### config.mk
export PLATFORM = sky130hd
export DESIGN_NAME = frog_frame_renderer
export DESIGN_NICKNAME = d
export VERILOG_FILES = /design/src/rtl/frog_frame_renderer_pkg.sv /design/src/rtl/frog_move_ctrl.sv /design/src/rtl/frog_frame_renderer.sv
export SDC_FILE = /design/constraint.sdc
export NUM_CORES = 1
export LEC_CHECK = 0
export CAP_MARGIN = 25
export CORE_ASPECT_RATIO = 0.75
export CORE_MARGIN = 2
export CORE_UTILIZATION = 25
export CTS_CLUSTER_DIAMETER = 40
export DETAILED_ROUTE_END_ITERATION = 8
export PLACE_DENSITY = 0.49
export SYNTH_ARGS = -nofsm -noshare
export SYNTH_HDL_FRONTEND = slang
export SYNTH_SLANG_ARGS = --single-unit
### constraint.sdc
create_clock -name i_Clk -period 7.45 [get_ports i_Clk]
set_clock_uncertainty 0.1 [all_clocks]
set_input_delay 1.1175 -clock i_Clk [delete_from_list [all_inputs] [get_ports i_Clk]]
set_output_delay 1.1175 -clock i_Clk [all_outputs]
set_load 0.03 [all_outputs]
### src/rtl/frog_frame_renderer_pkg.sv
// Shared constants and types for the frog frame renderer.
// Grid geometry, lane layout, colours and play/win state.
package frog_frame_renderer_pkg;

  localparam int TILE_SHIFT = 5;
  localparam int GRID_COLS  = 20;
  localparam int GRID_ROWS  = 15;
  localparam int START_COL  = 9;
  localparam int START_ROW  = 14;
  localparam int WIN_FRAMES = 60;
  localparam int CNT_W      = 6;

  localparam int GOAL_ROW    = 0;
  localparam int WATER_FIRST = 1;
  localparam int WATER_LAST  = 6;
  localparam int MEDIAN_ROW  = 7;
  localparam int ROAD_FIRST  = 8;
  localparam int ROAD_LAST   = 13;
  localparam int START_LANE  = 14;

  typedef struct packed {
    logic [2:0] r;
    logic [2:0] g;
    logic [2:0] b;
  } rgb_t;

  localparam rgb_t C_BLACK  = '{r: 3'd0, g: 3'd0, b: 3'd0};
  localparam rgb_t C_WHITE  = '{r: 3'd7, g: 3'd7, b: 3'd7};
  localparam rgb_t C_FROG   = '{r: 3'd7, g: 3'd7, b: 3'd0};
  localparam rgb_t C_GOAL   = '{r: 3'd0, g: 3'd7, b: 3'd0};
  localparam rgb_t C_WATER  = '{r: 3'd0, g: 3'd0, b: 3'd5};
  localparam rgb_t C_MEDIAN = '{r: 3'd3, g: 3'd3, b: 3'd3};
  localparam rgb_t C_ROAD   = '{r: 3'd1, g: 3'd1, b: 3'd1};

  typedef enum logic {
    PLAY = 1'b0,
    WIN  = 1'b1
  } state_t;

endpackage

### src/rtl/frog_move_ctrl.sv
// Frog movement: button edge capture, one prioritised move per
// frame, saturation at the grid border, and the win timer.
module frog_move_ctrl
  import frog_frame_renderer_pkg::*;
(
  input  logic             i_Clk,
  input  logic             i_Rst,
  input  logic             i_Frame_Start,
  input  logic [3:0]       i_Btn,
  output logic [4:0]       o_Col,
  output logic [3:0]       o_Row,
  output logic             o_Win,
  output logic [CNT_W-1:0] o_Cnt
);

  state_t           r_State;
  logic [3:0]       r_Btn_Prev;
  logic [3:0]       r_Pend;
  logic [4:0]       r_Col;
  logic [3:0]       r_Row;
  logic [CNT_W-1:0] r_Cnt;
  logic [3:0]       w_Edge;
  logic [4:0]       w_Col;
  logic [3:0]       w_Row;

  assign w_Edge = i_Btn & ~r_Btn_Prev;

  // Next position from the highest-priority pending move (U>D>L>R).
  always_comb begin
    w_Col = r_Col;
    w_Row = r_Row;
    if (r_Pend[3]) begin
      if (r_Row != 4'd0) w_Row = r_Row - 4'd1;
    end else if (r_Pend[2]) begin
      if (r_Row != 4'(GRID_ROWS - 1)) w_Row = r_Row + 4'd1;
    end else if (r_Pend[1]) begin
      if (r_Col != 5'd0) w_Col = r_Col - 5'd1;
    end else if (r_Pend[0]) begin
      if (r_Col != 5'(GRID_COLS - 1)) w_Col = r_Col + 5'd1;
    end
  end

  // Play/win FSM, pending flags, position and win frame counter.
  always_ff @(posedge i_Clk or posedge i_Rst) begin
    if (i_Rst) begin
      r_State    <= PLAY;
      r_Btn_Prev <= '0;
      r_Pend     <= '0;
      r_Col      <= 5'(START_COL);
      r_Row      <= 4'(START_ROW);
      r_Cnt      <= '0;
    end else begin
      r_Btn_Prev <= i_Btn;
      unique case (r_State)
        PLAY: begin
          if (i_Frame_Start) begin
            r_Col <= w_Col;
            r_Row <= w_Row;
            if (w_Row == 4'd0) begin
              r_State <= WIN;
              r_Pend  <= '0;
            end else begin
              r_Pend <= w_Edge;
            end
          end else begin
            r_Pend <= r_Pend | w_Edge;
          end
        end
        WIN: begin
          r_Pend <= '0;
          if (i_Frame_Start) begin
            if (r_Cnt == CNT_W'(WIN_FRAMES - 1)) begin
              r_State <= PLAY;
              r_Cnt   <= '0;
              r_Col   <= 5'(START_COL);
              r_Row   <= 4'(START_ROW);
            end else begin
              r_Cnt <= r_Cnt + 1'b1;
            end
          end
        end
        default: r_State <= PLAY;
      endcase
    end
  end

  assign o_Col = r_Col;
  assign o_Row = r_Row;
  assign o_Win = (r_State == WIN);
  assign o_Cnt = r_Cnt;

endmodule

### src/rtl/frog_frame_renderer.sv
// Frog game frame renderer: frame-start detect, move control and a
// two-stage tile colour pipeline with sync delayed to match.
module frog_frame_renderer
  import frog_frame_renderer_pkg::*;
(
  input  logic       i_Clk,
  input  logic       i_Rst,
  input  logic       i_HSync,
  input  logic       i_VSync,
  input  logic [9:0] i_Pixel_X,
  input  logic [9:0] i_Pixel_Y,
  input  logic       i_Display_Area,
  input  logic       i_Btn_Up,
  input  logic       i_Btn_Down,
  input  logic       i_Btn_Left,
  input  logic       i_Btn_Right,
  output logic       o_HSync,
  output logic       o_VSync,
  output logic [2:0] o_Red,
  output logic [2:0] o_Grn,
  output logic [2:0] o_Blu,
  output logic [4:0] o_Frog_Col,
  output logic [3:0] o_Frog_Row,
  output logic       o_Win
);

  logic             r_VSync_Q;
  logic             w_Frame_Start;
  logic [4:0]       w_Frog_Col;
  logic [3:0]       w_Frog_Row;
  logic             w_Win;
  logic [CNT_W-1:0] w_Cnt;
  logic [4:0]       w_Tile_Col;
  logic [4:0]       w_Tile_Row;
  logic             r_S1_HSync;
  logic             r_S1_VSync;
  logic             r_S1_De;
  logic             r_S1_Frog;
  logic [4:0]       r_S1_Row;
  logic             r_HSync;
  logic             r_VSync;
  rgb_t             r_Rgb;
  rgb_t             w_Rgb;

  frog_move_ctrl u_move (
    .i_Clk         (i_Clk),
    .i_Rst         (i_Rst),
    .i_Frame_Start (w_Frame_Start),
    .i_Btn         ({i_Btn_Up, i_Btn_Down, i_Btn_Left, i_Btn_Right}),
    .o_Col         (w_Frog_Col),
    .o_Row         (w_Frog_Row),
    .o_Win         (w_Win),
    .o_Cnt         (w_Cnt)
  );

  // Register vsync so its falling edge marks the start of a frame.
  always_ff @(posedge i_Clk or posedge i_Rst) begin
    if (i_Rst) r_VSync_Q <= 1'b1;
    else       r_VSync_Q <= i_VSync;
  end

  assign w_Frame_Start = r_VSync_Q & ~i_VSync;

  assign w_Tile_Col = 5'(i_Pixel_X >> TILE_SHIFT);
  assign w_Tile_Row = 5'(i_Pixel_Y >> TILE_SHIFT);

  // Stage 1: tile coordinates and frog-tile hit, sync carried along.
  always_ff @(posedge i_Clk or posedge i_Rst) begin
    if (i_Rst) begin
      r_S1_HSync <= 1'b1;
      r_S1_VSync <= 1'b1;
      r_S1_De    <= 1'b0;
      r_S1_Frog  <= 1'b0;
      r_S1_Row   <= '0;
    end else begin
      r_S1_HSync <= i_HSync;
      r_S1_VSync <= i_VSync;
      r_S1_De    <= i_Display_Area;
      r_S1_Frog  <= (w_Tile_Col == w_Frog_Col) &&
                    (w_Tile_Row == {1'b0, w_Frog_Row});
      r_S1_Row   <= w_Tile_Row;
    end
  end

  // Colour priority: blanking, win flash, frog, then lane by row.
  always_comb begin
    w_Rgb = C_BLACK;
    if (!r_S1_De) begin
      w_Rgb = C_BLACK;
    end else if (w_Win && w_Cnt[3]) begin
      w_Rgb = C_WHITE;
    end else if (r_S1_Frog) begin
      w_Rgb = C_FROG;
    end else if (r_S1_Row == 5'(GOAL_ROW)) begin
      w_Rgb = C_GOAL;
    end else if (r_S1_Row >= 5'(WATER_FIRST) &&
                 r_S1_Row <= 5'(WATER_LAST)) begin
      w_Rgb = C_WATER;
    end else if (r_S1_Row == 5'(MEDIAN_ROW) ||
                 r_S1_Row == 5'(START_LANE)) begin
      w_Rgb = C_MEDIAN;
    end else if (r_S1_Row >= 5'(ROAD_FIRST) &&
                 r_S1_Row <= 5'(ROAD_LAST)) begin
      w_Rgb = C_ROAD;
    end
  end

  // Stage 2: registered colour and sync to the DAC pins.
  always_ff @(posedge i_Clk or posedge i_Rst) begin
    if (i_Rst) begin
      r_HSync <= 1'b1;
      r_VSync <= 1'b1;
      r_Rgb   <= C_BLACK;
    end else begin
      r_HSync <= r_S1_HSync;
      r_VSync <= r_S1_VSync;
      r_Rgb   <= w_Rgb;
    end
  end

  assign o_HSync    = r_HSync;
  assign o_VSync    = r_VSync;
  assign o_Red      = r_Rgb.r;
  assign o_Grn      = r_Rgb.g;
  assign o_Blu      = r_Rgb.b;
  assign o_Frog_Col = w_Frog_Col;
  assign o_Frog_Row = w_Frog_Row;
  assign o_Win      = w_Win;

endmodule

Word level (Yosys, flattened, before mapping)
Cells that the tools add are included.
{"block": "totals", "regBits": 44, "latchBits": 0, "ram_bits": 0, "romBits": 0, "wordCells": 92, "memories": 0}
{"block": "op_classes", "n_addsub": 5, "multipliers": 0, "div": 0, "magnitude_cmp": 4, "eq_ne": 15, "n_shift": 0, "n_mux": 34, "bitwise": 6, "reduce_logical": 12}
{"op": "$mux W5", "n": 9}
{"op": "$mux W4", "n": 9}
{"op": "$mux W9", "n": 3}
{"op": "$mux W8", "n": 3}
{"op": "$pmux W4 S2", "n": 2}
{"op": "$pmux W5 S2", "n": 1}
{"op": "$reduce_and A8 Y1", "n": 1}
{"op": "$mux W7", "n": 1}
{"op": "$add A6 B1 Y6 const B", "n": 1}
{"op": "$eq A6 B6 Y1 const B", "n": 1}
{"op": "$mux W6", "n": 1}
{"op": "$ne A2 B2 Y1 const B", "n": 3}
{"op": "$ne A3 B1 Y1 const B", "n": 2}
{"op": "$add A5 B1 Y5 const B", "n": 1}
{"op": "$eq A5 B3 Y1 const B", "n": 1}
{"op": "$eq A5 B4 Y1", "n": 1}
{"op": "$eq A5 B4 Y1 const B", "n": 1}
{"op": "$eq A5 B5 Y1", "n": 1}
{"op": "$ge A5 B1 Y1 const B", "n": 1}
{"op": "$ge A5 B4 Y1 const B", "n": 1}
{"op": "$le A5 B3 Y1 const B", "n": 1}
{"op": "$le A5 B4 Y1 const B", "n": 1}
{"op": "$logic_not A5 Y1", "n": 1}
{"op": "$ne A5 B5 Y1 const B", "n": 1}
{"op": "20 further kinds", "n": 28}

Logic depth before layout (Yosys ltp)
Gate-level depths: netlist of run 1.
{"block": "depth", "depth_word": 9, "mapped_depth": 8, "ltp_nobuf": 7}

Modules after synthesis
A second synthesis of run 1 with hierarchy kept.
{"block": "hier_totals", "cells_unflattened": 202, "area_unflattened_um2": 2135.8}
{"module": "frog_move_ctrl", "n_inst": 1, "cells_per_inst": 142, "area_per_inst_um2": 1362.6, "seq_area_each_um2": 606.8}
{"module": "frog_frame_renderer", "n_inst": 1, "cells_per_inst": 60, "area_per_inst_um2": 773.2, "seq_area_each_um2": 505.5}

Worst setup path before layout of run 1
Ideal clock, no wire load.
{"block": "synth_timing", "path_type": "reg2reg", "startpoint": "reg u_move.r_Row[1] (netlist: u_move.o_Row[1])", "endpoint": "reg u_move.r_Pend[0]", "arrival_time_ps": 2608, "t_required_ps": 7213, "setup_slack_ps": 4605, "path_stages_with_launch": 9, "path_cell_list": "dfstp_2 -> clkbuf_1 -> inv_1 -> ha_1 -> or3b_4 -> o22ai_2 -> or3b_4 -> a2111oi_4 -> nor3_1"}
{"block": "synth_between", "elab_chain_len": 8, "word_cells_on_any_way": 12, "classes_between": "2 x add/sub; 1 x eq/ne; 7 x mux; 2 x reduce/logical"}
{"element": "start: declaration", "line_no": "frog_move_ctrl.sv:20", "rtl": "logic [3:0] r_Row;"}
{"element": "start signal: assignment", "line_no": "frog_move_ctrl.sv:50", "rtl": "r_Row <= 4'(START_ROW);"}
{"element": "start signal: assignment", "line_no": "frog_move_ctrl.sv:58", "rtl": "r_Row <= w_Row;"}
{"element": "start signal: assignment", "line_no": "frog_move_ctrl.sv:76", "rtl": "r_Row <= 4'(START_ROW);"}
{"element": "$add A4 B1 Y4 / $ne A4 B4 Y1 (equally long branches)", "line_no": "frog_move_ctrl.sv:35", "rtl": "if (r_Row != 4'(GRID_ROWS - 1)) w_Row = r_Row + 4'd1;"}
{"element": "$mux W4", "line_no": "frog_move_ctrl.sv:35"}
{"element": "$mux W4", "line_no": "frog_move_ctrl.sv:34", "rtl": "end else if (r_Pend[2]) begin"}
{"element": "$mux W4 *", "line_no": "frog_move_ctrl.sv:32", "rtl": "if (r_Pend[3]) begin"}
{"element": "$logic_not A4 Y1 *", "line_no": "frog_move_ctrl.sv:59", "rtl": "if (w_Row == 4'd0) begin"}
{"element": "$mux W4 *", "line_no": "frog_move_ctrl.sv:59"}
{"element": "$mux W4 *", "line_no": "frog_move_ctrl.sv:56", "rtl": "if (i_Frame_Start) begin"}
{"element": "$pmux W4 S2 *", "line_no": "frog_move_ctrl.sv:54", "rtl": "unique case (r_State)"}
{"element": "end signal: assignment", "line_no": "frog_move_ctrl.sv:63", "rtl": "r_Pend <= w_Edge;"}
{"element": "end signal: assignment", "line_no": "frog_move_ctrl.sv:66", "rtl": "r_Pend <= r_Pend | w_Edge;"}
{"element": "end: declaration", "line_no": "frog_move_ctrl.sv:18", "rtl": "logic [3:0] r_Pend;"}
Every way passes the cells marked *; elsewhere a longest branch is shown, timed or not.
A chain may end at the register's enable or synchronous reset.

Worst setup path in the final report of run 1
{"block": "layout_timing", "startpoint": "reg u_move.r_Row[2] (netlist: u_move.o_Row[2])", "endpoint": "out o_Frog_Row[2]"}
{"element": "end: declaration", "line_no": "frog_frame_renderer.sv:23", "rtl": "output logic [3:0] o_Frog_Row,"}
No word-level cell between the ends.

==> results of run 1 <==
## where the power goes
group	switching [mW]	internal, mW	leakage, nW
Combinational	0.205	0.190	0.585
Sequential	0.102	0.301	0.540
Clock	0.0873	0.176	0.0901
## per-stage QoR
stage / util [%] / power [mW] / cell area, sq um
detailed placement: 31.91 / 0.8055 / 2733
finish: 34.04 / 1.062 / 2915
global placement: 31.91 / 0.8029 / 2733
floorplan: - / 0.6777 / 2240
CTS: 34.04 / 1.075 / 2915
global route: 34.04 / 1.144 / 2915
## metal layers
metal / global-route usage, % / vias up / part of all wire [%]
met1: 15.09 / 783 / 52
met4: 2.993 / 0 / 0.99
met2: 16.22 / 38 / 42
met5: 0 / - / 0
li1: - / 854 / -
met3: 3.110 / 7 / 4.3
## cell type report
cell class / instances / area [sq um]
clock buffers: 7 / 152.6
clock inverters: 1 / 30.03
fillers: 859 / 5648
inverters: 8 / 30.03
multi-input cells: 158 / 1057
flip-flops and latches: 44 / 1112
well taps: 108 / 135.1
repair buffers: 40 / 397.9
## worst paths after layout
| check | from | to | depth (start not counted) |
|---|---|---|---|
| worst max-delay path | u_move.o_Row[2]$_DFFE_PP1P_ | o_Frog_Row[2] | 1 |
| worst min-delay path | r_S1_HSync$_DFF_PP1_ | o_HSync$_DFF_PP1_ | 0 |
| worst max register to register | u_move.o_Row[1]$_DFFE_PP1P_ | u_move.r_Pend[1]$_DFF_PP0_ | 7 |
| worst min register to register | r_S1_HSync$_DFF_PP1_ | o_HSync$_DFF_PP1_ | 0 |
| max in group asynchronous | i_Rst | u_move.o_Col[0]$_DFFE_PP1P_ | 3 |
| min in group asynchronous | i_Rst | r_S1_De$_DFF_PP0_ | 3 |
## state kept, by name (all words and copies together), names as in the netlist, 3 cells and up
name	flops
o_Blu	3
o_Grn	3
o_Red	3
r_S1_Row	5
u_move.o_Cnt	6
u_move.o_Col	5
u_move.o_Row	4
u_move.r_Btn_Prev	4
u_move.r_Pend	4
## layout by cell type, fill, tap and decap left out, types with 9 or more instances in the layout
cell type / instances
clkdlybuf4s50_1: 39
dfrtp_1: 35
nor2_1: 18
a21oi_1: 13
nand2_1: 13
o21ai_0: 11
nor3_1: 11
nand3_1: 10
xnor2_1: 10
dfstp_2: 9
## cells by family after synthesis
logic type / share of synthesized area, %
AO/OA/AOI/OAI: 14.92
XOR/XNOR: 6.257
adder cells (fa/ha/maj): 4.804
buffers and inverters: 3.129
flip-flops: 49.66
multiplexers: 2.235
AND/OR/NAND/NOR: 19.00
==> results.py, run 1 <==
metrics = {
    "outcome": {
        "outcome": "complete, no violations",
    },
    "sta": {
        "timing_hold_violations_final": 0,
        "number_of_failing_setup_endpoints_in_the_final_timing_report": 0,
        "setup_repair_after_global_routing_missed_its_margin": "false",
        "tightestPinTransition_ps": 555.6,
        "maxClockFrequency_ghz": 0.3444,
        "finalCriticalPeriod_ps": 2904,
        "timing.final.max_slew_violations": 0,
        "min_hold_slack_ps": 256.5,
        "final_sum_of_negative_setup_slack_ps": 0,
        "layout_setup_ws_ps": 4546,
        "max_slew_margin_pct": 62.96,
        "min_period_over_period_pct": 38.97,
    },
    "global_route": {
        "first_global_vias": 1690,
        "total_routing_resource_utilization_after_global_routing_pct": 10.76,
        "grt_antenna_before_repair": 0,
        "grt_max_degree": 45,
        "grt_pass1_wl_mm": 8.300,
        "grt.overflow.total": 0,
    },
    "die": {
        "design.core.area_sq_mm": 0.008563,
        "chipHeight_microns": 85.97,
        "number_of_placement_rows": 29,
        "floorplan.initialDensity_pct": 26.15,
        "dieWidth_microns": 113.3,
        "die_area_sq_mm": 0.009740,
        "top_level_ports": 50,
    },
    "finish": {
        "final_cells": 366,
        "area_growth_pct": 30.17,
        "antenna-diode-count": 0,
        "drive_above_1_share_pct": 9.302,
        "nets": 294,
    },
    "logic_synthesis": {
        "post-synth-top-area-cell": "dfrtp_1",
        "seq_area_frac_synth_pct": 49.66,
        "post-synth-top-count-cell": "dfrtp_1",
        "ffs_w_async_s_r_synth_pct": 100.0,
        "synth_area_per_cell_sq_um": 10.27,
        "synth_seq_cells": 44,
        "synthesis.area_sq_mm": 0.002240,
        "synthesis.instances": 218,
        "netlist-cell-type-count": 47,
        "yosysWarnings": 0,
        "ys_top_cells_by_area": "dfrtp_1 39%, dfstp_2 11%, ha_1 3.9%, xnor2_1 3.9%, nor2_1 3.0%",
        "syn_nets": 255,
        "synth-edff-count": 0,
        "top_post_synthesis_cells_by_count": "35 x dfrtp_1, 18 x nor2_1, 13 x a21oi_1, 13 x nand2_1",
        "synth.top_cell.area_share_pct": 39.11,
        "synth_top_flop_cell": "dfrtp_1",
    },
    "clock_network": {
        "insertion_delay_ps": 280,
        "post_cts_resize_count": 0,
        "postCtsSetupBuffers": 0,
        "path_clk_slew_ps": 60,
        "cts.sinks": 44,
        "holdBufCountCts": 0,
        "cts_tree": "done",
        "cts-htree-levels": 2,
        "cts-root-buf": "clkbuf_16",
        "tritoncts.num_buffers": 5,
        "cts-root-to-sink-buffers": 2,
    },
    "route": {
        "vias_per_cell": 4.596,
        "routed_wire_length_per_instance_microns": 13.19,
        "detail-route-antenna-nets": 0,
        "num_vias": 1682,
        "routed_wirelength_mm": 4.829,
        "remaining_drc_errors": 0,
        "detail_route.first_pass.iterations": 4,
        "initial_detailed_routing_violation_count": 51,
    },
    "critical_path": {
        "critical_path.top_delay_family": "buffers and inverters",
        "critical_path_arrival_ps": 1690,
        "worst_path_bufs_invs": 1,
        "cp_slowest_cell": "clkdlybuf4s50_1",
        "crit_fanout": 12,
        "critical_path_class": "reg -> out",
        "worstSetupEndpointType": "output port",
        "crit_path_start_kind": "flip-flop",
        "max_stage_delay_ps": 720,
        "ff2ff_setup_slack_ps": 4700,
        "path_cells": "clkdlybuf4s50_1",
        "timing.critical_path.required_ps": 6230,
    },
    "power_and_ir_drop": {
        "power.leakage_nw": 1.215,
        "pwr_density_cell_mw_per_mm2": 364.1,
        "ir_drop_mv": 0.1346,
    },
    "placement": {
        "io_buffer_count": 39,
        "post-place-cells": 358,
        "dp.final_hpwl_mm": 3.493,
        "last_weighted_congestion_value_of_the_routability_driven_placer": 0.7934,
        "detailedPlace.worstSlack_ps": 4449,
    },
    "hold_path": {
        "hold_class": "reg -> reg",
    },
    "run": {
        "maxCapViolations": 0,
    },
}
(Power assumes the default switching activity.)
==> inputs of run 2 (changes only) <==
PLACE_DENSITY = 0.51   (was 0.49)
clock period = 2.5 ns   (was 7.45 ns; I/O delays follow)
==> run 2 against run 1 <==
Compared with the run above: critical endpoint is now u_move.o_Win$_DFF_PP0_; via count grew 3.2%; hold slack about the same; sequential power rose to 2.9 times the previous value; die area unchanged; critical path type is now reg -> reg.
==> results.py, run 2 (synthesized netlist as in run 1, its figures left out) <==
metrics = {
    "finish": {
        "drive_above_1_share_pct": 14.18,
        "area_growth_pct": 33.91,
        "layout.cells.most_common": "clkdlybuf4s50_1",
        "multiInputGateArea_sq_mm": 0.001072,
        "most-common-layout-cells": "39 x clkdlybuf4s50_1, 34 x dfrtp_1, 18 x nor2_1",
        "fillers": 891,
        "fin_util_pct": 35.02,
        "largest_register_ffs": 6,
        "antenna-diode-count": 0,
        "storage_cell_area_sq_mm": 0.001114,
        "nets": 304,
    },
    "global_route": {
        "grt.overflow.total": 0,
        "first_global_vias": 1763,
        "total_routing_resource_utilization_after_global_routing_pct": 11.64,
        "grt_pass1_wl_mm": 9.039,
        "grt_antenna_before_repair": 0,
        "grt_max_degree": 45,
    },
    "run": {
        "maxCapViolations": 0,
    },
    "sta": {
        "tightestPinTransition_ps": 569.4,
        "timing.final.max_slew_violations": 0,
        "min_hold_slack_ps": 256.0,
        "final_sum_of_negative_setup_slack_ps": 0,
        "layout_setup_ws_ps": 52.16,
        "number_of_failing_setup_endpoints_in_the_final_timing_report": 0,
        "finalCriticalPeriod_ps": 2448,
        "timing_hold_violations_final": 0,
        "setup_repair_after_global_routing_missed_its_margin": "true",
        "max_slew_margin_pct": 61.81,
        "maxClockFrequency_ghz": 0.4085,
        "min_period_over_period_pct": 97.91,
    },
    "placement": {
        "dp.final_hpwl_mm": 3.727,
        "detailedPlace.worstSlack_ps": -1.819,
        "io_buffer_count": 39,
        "last_weighted_congestion_value_of_the_routability_driven_placer": 0.8292,
    },
    "die": {
        "top_level_ports": 50,
        "dieWidth_microns": 113.3,
        "floorplan.initialDensity_pct": 26.15,
        "chipHeight_microns": 85.97,
        "die_area_sq_mm": 0.009740,
        "design.core.area_sq_mm": 0.008563,
        "number_of_placement_rows": 29,
    },
    "route": {
        "remaining_drc_errors": 0,
        "vias_per_cell": 4.614,
        "num_vias": 1735,
        "initial_detailed_routing_violation_count": 60,
        "routed_wire_length_per_instance_microns": 13.64,
        "detail_route.first_pass.iterations": 4,
        "detail-route-antenna-nets": 0,
        "routed_wirelength_mm": 5.128,
    },
    "clock_network": {
        "path_clk_slew_ps": 60,
        "cts.sinks": 44,
        "cts-root-buf": "clkbuf_16",
        "cts-htree-levels": 2,
        "tritoncts.num_buffers": 5,
        "holdBufCountCts": 0,
        "insertion_delay_ps": 280,
        "cts-root-to-sink-buffers": 2,
        "cts_tree": "done",
    },
    "critical_path": {
        "critical_path_arrival_ps": 2570,
        "worst_path_bufs_invs": 1,
        "critical_path.top_delay_family": "simple AND/OR/NAND/NOR gates",
        "max_stage_delay_ps": 550,
        "path_cells": "inv_4, ha_4, or3b_4, o22ai_2, or3b_4, a2111oi_4, o21a_1",
        "cp_slowest_cell": "dfstp_2",
        "timing.critical_path.required_ps": 2620,
        "critical_path_class": "reg -> reg",
        "path_depth": 7,
        "crit_fanout": 5,
        "worstSetupEndpointType": "flip-flop",
        "reg2reg_depth": 7,
        "worst_path_most_repeated_cell": "or3b_4",
        "crit_path_start_kind": "flip-flop",
    },
    "power_and_ir_drop": {
        "p_switching_mw": 1.256,
        "ir_drop_mv": 0.5352,
        "cell_internal_pwr_mw": 2.038,
        "proportion_of_power_drawn_by_combinational_gates_pct": 41.4,
        "seq_power_share_pct": 35.7,
        "switching_share_pct": 38.13,
        "pwr_density_cell_mw_per_mm2": 1099,
        "power.clock.fraction_pct": 22.9,
        "power.leakage_nw": 1.254,
        "post-layout-total-power_mw": 3.295,
    },
    "hold_path": {
        "hold_class": "reg -> reg",
        "hold_path_depth": 0,
    },
    "outcome": {
        "outcome": "complete, no violations",
    },
}
run 2: timing repair:
item / CTS / global route
buffers inserted: 0 / 1
setup endpoints to repair: 1 / 5
pin swaps: 1 / 2
resized for setup: 0 / 1
run 2: final timing paths:
path                                             start                     endpoint  slack [ps]
setup reg to reg           u_move.o_Row[1]$_DFFE_PP1P_       u_move.o_Win$_DFF_PP0_          50
min in group asynchronous                        i_Rst           o_Blu[2]$_DFF_PP0_         440
max in group asynchronous                        i_Rst  u_move.o_Row[0]$_DFFE_PP0P_        1440
hold reg to reg                   r_S1_HSync$_DFF_PP1_            o_HSync$_DFF_PP1_         260
hold / removal                    r_S1_HSync$_DFF_PP1_            o_HSync$_DFF_PP1_         260
setup / recovery           u_move.o_Row[1]$_DFFE_PP1P_       u_move.o_Win$_DFF_PP0_          50
run 2: power groups by stage:
| stage | Sequential (mW) | Combinational (mW) | Clock [mW] |
|---|---|---|---|
| 3_3_place_gp | 1.18 | 1.34 | 0 |
| 3_5_place_dp | 1.18 | 1.34 | 0 |
| 5_1_grt | 1.21 | 1.52 | 0.808 |
| 4_1_cts | 1.17 | 1.36 | 0.772 |
| 6_report | 1.18 | 1.36 | 0.755 |
| 2_1_floorplan | 1.24 | 0.829 | 0 |
run 2: area by class of cell:
class | instances | share of cell area [%]
Timing Repair Buffer | 50 | 15.77
Tap cell | 108 | 4.506
Inverter | 8 | 1.085
Clock buffer | 5 | 4.172
Clock inverter | 3 | 1.585
Sequential cell | 44 | 37.13
Multi-Input combinational cell | 158 | 35.75
run 2: through the flow:
step	cells	cell area [sq um]
after floorplan	218	2267
after detailed placement	367	2816
after global routing	376	2999
after global placement	367	2816
after CTS	375	2989
final	376	2999
run 2: metal layers:
layer | vias up | share of wire (%) | GRT usage, %
li1 | 872 | - | -
met5 | - | 0 | 0
met3 | 4 | 3.5 | 2.968
met4 | 0 | 0.68 | 2.661
met2 | 34 | 42 | 17.42
met1 | 825 | 54 | 16.92
==> inputs of run 3 (changes only) <==
CORE_ASPECT_RATIO = not set   (was 0.75)
GPL_ROUTABILITY_DRIVEN = 0   (was not set)
HOLD_SLACK_MARGIN = 0.03   (was not set)
==> run 3 against run 2 <==
Compared with the run above: utilization down 1.1 points; first-iteration DRC count is 25% lower; clock power shrank 29%; hold slack improved by 3.8 ps; highest routed layer unchanged; combinational power about the same; global-route usage down 0.87 points; count of clock-buffer cells in the layout stayed put; flip-flop and latch count did not move; sequential power hardly changed; die area barely moved.
==> results.py, run 3 (synthesized netlist as in run 1, its figures left out) <==
metrics = {
    "placement": {
        "io_buffer_count": 39,
        "detailedPlace.worstSlack_ps": -4.993,
        "dpl_cell_area_sq_mm": 0.002816,
        "dp.final_hpwl_mm": 3.699,
    },
    "clock_network": {
        "cts_tree": "done",
        "cts-root-buf": "clkbuf_8",
        "insertion_delay_ps": 290,
        "cts-htree-levels": 2,
        "cts.sinks": 44,
        "cts-root-to-sink-buffers": 2,
        "path_clk_slew_ps": 80,
        "holdBufCountCts": 0,
        "tritoncts.num_buffers": 5,
    },
    "finish": {
        "largest_register_ffs": 6,
        "layout.cells.most_common": "clkdlybuf4s50_1",
        "multiInputGateArea_sq_mm": 0.001087,
        "area_growth_pct": 32.01,
        "fin_util_pct": 33.90,
        "storage_cell_area_sq_mm": 0.001114,
        "fillers": 905,
        "antenna-diode-count": 0,
        "drive_above_1_share_pct": 15.30,
        "most-common-layout-cells": "39 x clkdlybuf4s50_1, 34 x dfrtp_1, 18 x nor2_1",
        "nets": 304,
        "fin_area_sq_mm": 0.002957,
    },
    "sta": {
        "setup_repair_after_global_routing_missed_its_margin": "true",
        "timing.final.max_slew_violations": 0,
        "tightestPinTransition_ps": 570.3,
        "timing_hold_violations_final": 0,
        "finalCriticalPeriod_ps": 2469,
        "min_period_over_period_pct": 98.75,
        "layout_setup_ws_ps": 31.36,
        "max_slew_margin_pct": 61.75,
        "min_hold_slack_ps": 259.8,
        "maxClockFrequency_ghz": 0.4051,
        "number_of_failing_setup_endpoints_in_the_final_timing_report": 0,
    },
    "route": {
        "detail-route-antenna-nets": 0,
        "remaining_drc_errors": 0,
        "routed_wire_length_per_instance_microns": 13.17,
        "vias_per_cell": 4.614,
        "detail_route.first_pass.iterations": 4,
        "num_vias": 1735,
        "routed_wirelength_mm": 4.952,
        "initial_detailed_routing_violation_count": 45,
    },
    "die": {
        "floorplan.initialDensity_pct": 25.68,
        "dieWidth_microns": 98.65,
        "chipHeight_microns": 98.65,
        "number_of_placement_rows": 34,
        "top_level_ports": 50,
        "design.core.area_sq_mm": 0.008721,
        "die_area_sq_mm": 0.009732,
    },
    "critical_path": {
        "path_cells": "inv_4, ha_4, or3b_4, o22ai_2, or3b_4, a2111oi_4, buf_4, nor3_1",
        "crit_fanout": 5,
        "worst_path_most_repeated_cell": "or3b_4",
        "reg2reg_depth": 8,
        "max_stage_delay_ps": 570,
        "critical_path_arrival_ps": 2530,
        "timing.critical_path.required_ps": 2560,
        "regToRegEndpoint": "u_move.r_Pend[2]$_DFF_PP0_",
        "cp_slowest_cell": "dfstp_2",
        "worstSetupEndpointType": "flip-flop",
        "r2r_start": "u_move.o_Row[1]$_DFFE_PP1P_",
        "ff2ff_setup_slack_ps": 30,
        "crit_path_start_kind": "flip-flop",
        "critical_path.top_delay_family": "simple AND/OR/NAND/NOR gates",
        "worst_path_bufs_invs": 2,
        "critical_path_class": "reg -> reg",
    },
    "global_route": {
        "gr-max-usage-layer": "met2",
        "first_global_vias": 1729,
        "grtUsageMet2_pct": 16.01,
        "met3_usage_pct": 3.262,
        "grt.overflow.total": 0,
        "grt_pass1_wl_mm": 8.411,
        "grt_antenna_before_repair": 0,
        "total_routing_resource_utilization_after_global_routing_pct": 10.77,
        "groute.layer.met1.usage_pct": 15.08,
        "grt_max_degree": 45,
    },
    "hold_path": {
        "hold_class": "reg -> reg",
        "hold_path_startpoint": "r_S1_HSync$_DFF_PP1_",
        "hold-path-endpoint": "o_HSync$_DFF_PP1_",
        "hold_path_depth": 0,
    },
    "power_and_ir_drop": {
        "power.leakage_nw": 1.228,
        "ir_drop_mv": 0.4477,
        "pwr_density_cell_mw_per_mm2": 1031,
    },
    "run": {
        "maxCapViolations": 0,
    },
    "outcome": {
        "outcome": "complete, no violations",
    },
}
## run 3: changes by cell type in the layout (fill, tap and decap cells not counted), moves of 2 or more
cell and delta:
nor3_2 +3, clkinv_4 -2, clkbuf_8 +5, nor3_1 -3, clkbuf_16 -5
## run 3: cell type report
class,instances,share of cell area (%)
well taps,108,4.570
clock buffers,5,2.328
multi-input cells,158,36.78
flip-flops and latches,44,37.66
repair buffers,50,16.12
inverters,8,1.100
clock inverters,3,1.439
## run 3: how the worst max path moves through the flow
stage	from	end	slack [ps]	cells after the start
after floorplan	u_move.o_Row[1]$_DFFE_PP1P_	u_move.o_Win$_DFF_PP0_	-190	8
after global placement	u_move.o_Row[1]$_DFFE_PP1P_	u_move.o_Win$_DFF_PP0_	20	7
after detailed placement	u_move.o_Row[1]$_DFFE_PP1P_	u_move.o_Win$_DFF_PP0_	-5	7
after CTS	u_move.o_Row[1]$_DFFE_PP1P_	u_move.o_Win$_DFF_PP0_	30	7
after global routing	u_move.o_Row[1]$_DFFE_PP1P_	u_move.r_Pend[2]$_DFF_PP0_	-40	8
final	u_move.o_Row[1]$_DFFE_PP1P_	u_move.r_Pend[2]$_DFF_PP0_	30	8
## run 3: metal layers
layer | wire, microns | up-vias | part of all wire (%)
met5 | 0 | - | 0
met4 | 59 | 0 | 1.2
met3 | 287 | 6 | 5.8
met2 | 2081 | 51 | 42
met1 | 2524 | 814 | 51
li1 | - | 864 | -
## run 3: timing repair
action | CTS | global route
gates resized for setup | 0 | 5
cloned | 0 | 0
endpoints found under the hold margin | 0 | 0
pin swaps | 1 | 3
setup endpoints to repair | 1 | 5
setup buffers | 0 | 1
## run 3: report_power, final
part	switching, mW	internal [mW]
Sequential	0.258	0.895
Combinational	0.703	0.657
Clock	0.238	0.296
Total	1.20	1.85
## run 3: through the flow
| step | TNS (ps) | total power, mW | instances |
|---|---|---|---|
| 2_1_floorplan | -824.3 | 2.067 | 218 |
| 3_3_place_gp | 0 | 2.509 | 367 |
| 3_5_place_dp | -4.993 | 2.518 | 367 |
| 4_1_cts | 0 | 3.071 | 375 |
| 5_1_grt | -180.0 | 3.292 | 376 |
| 6_report | 0 | 3.047 | 376 |
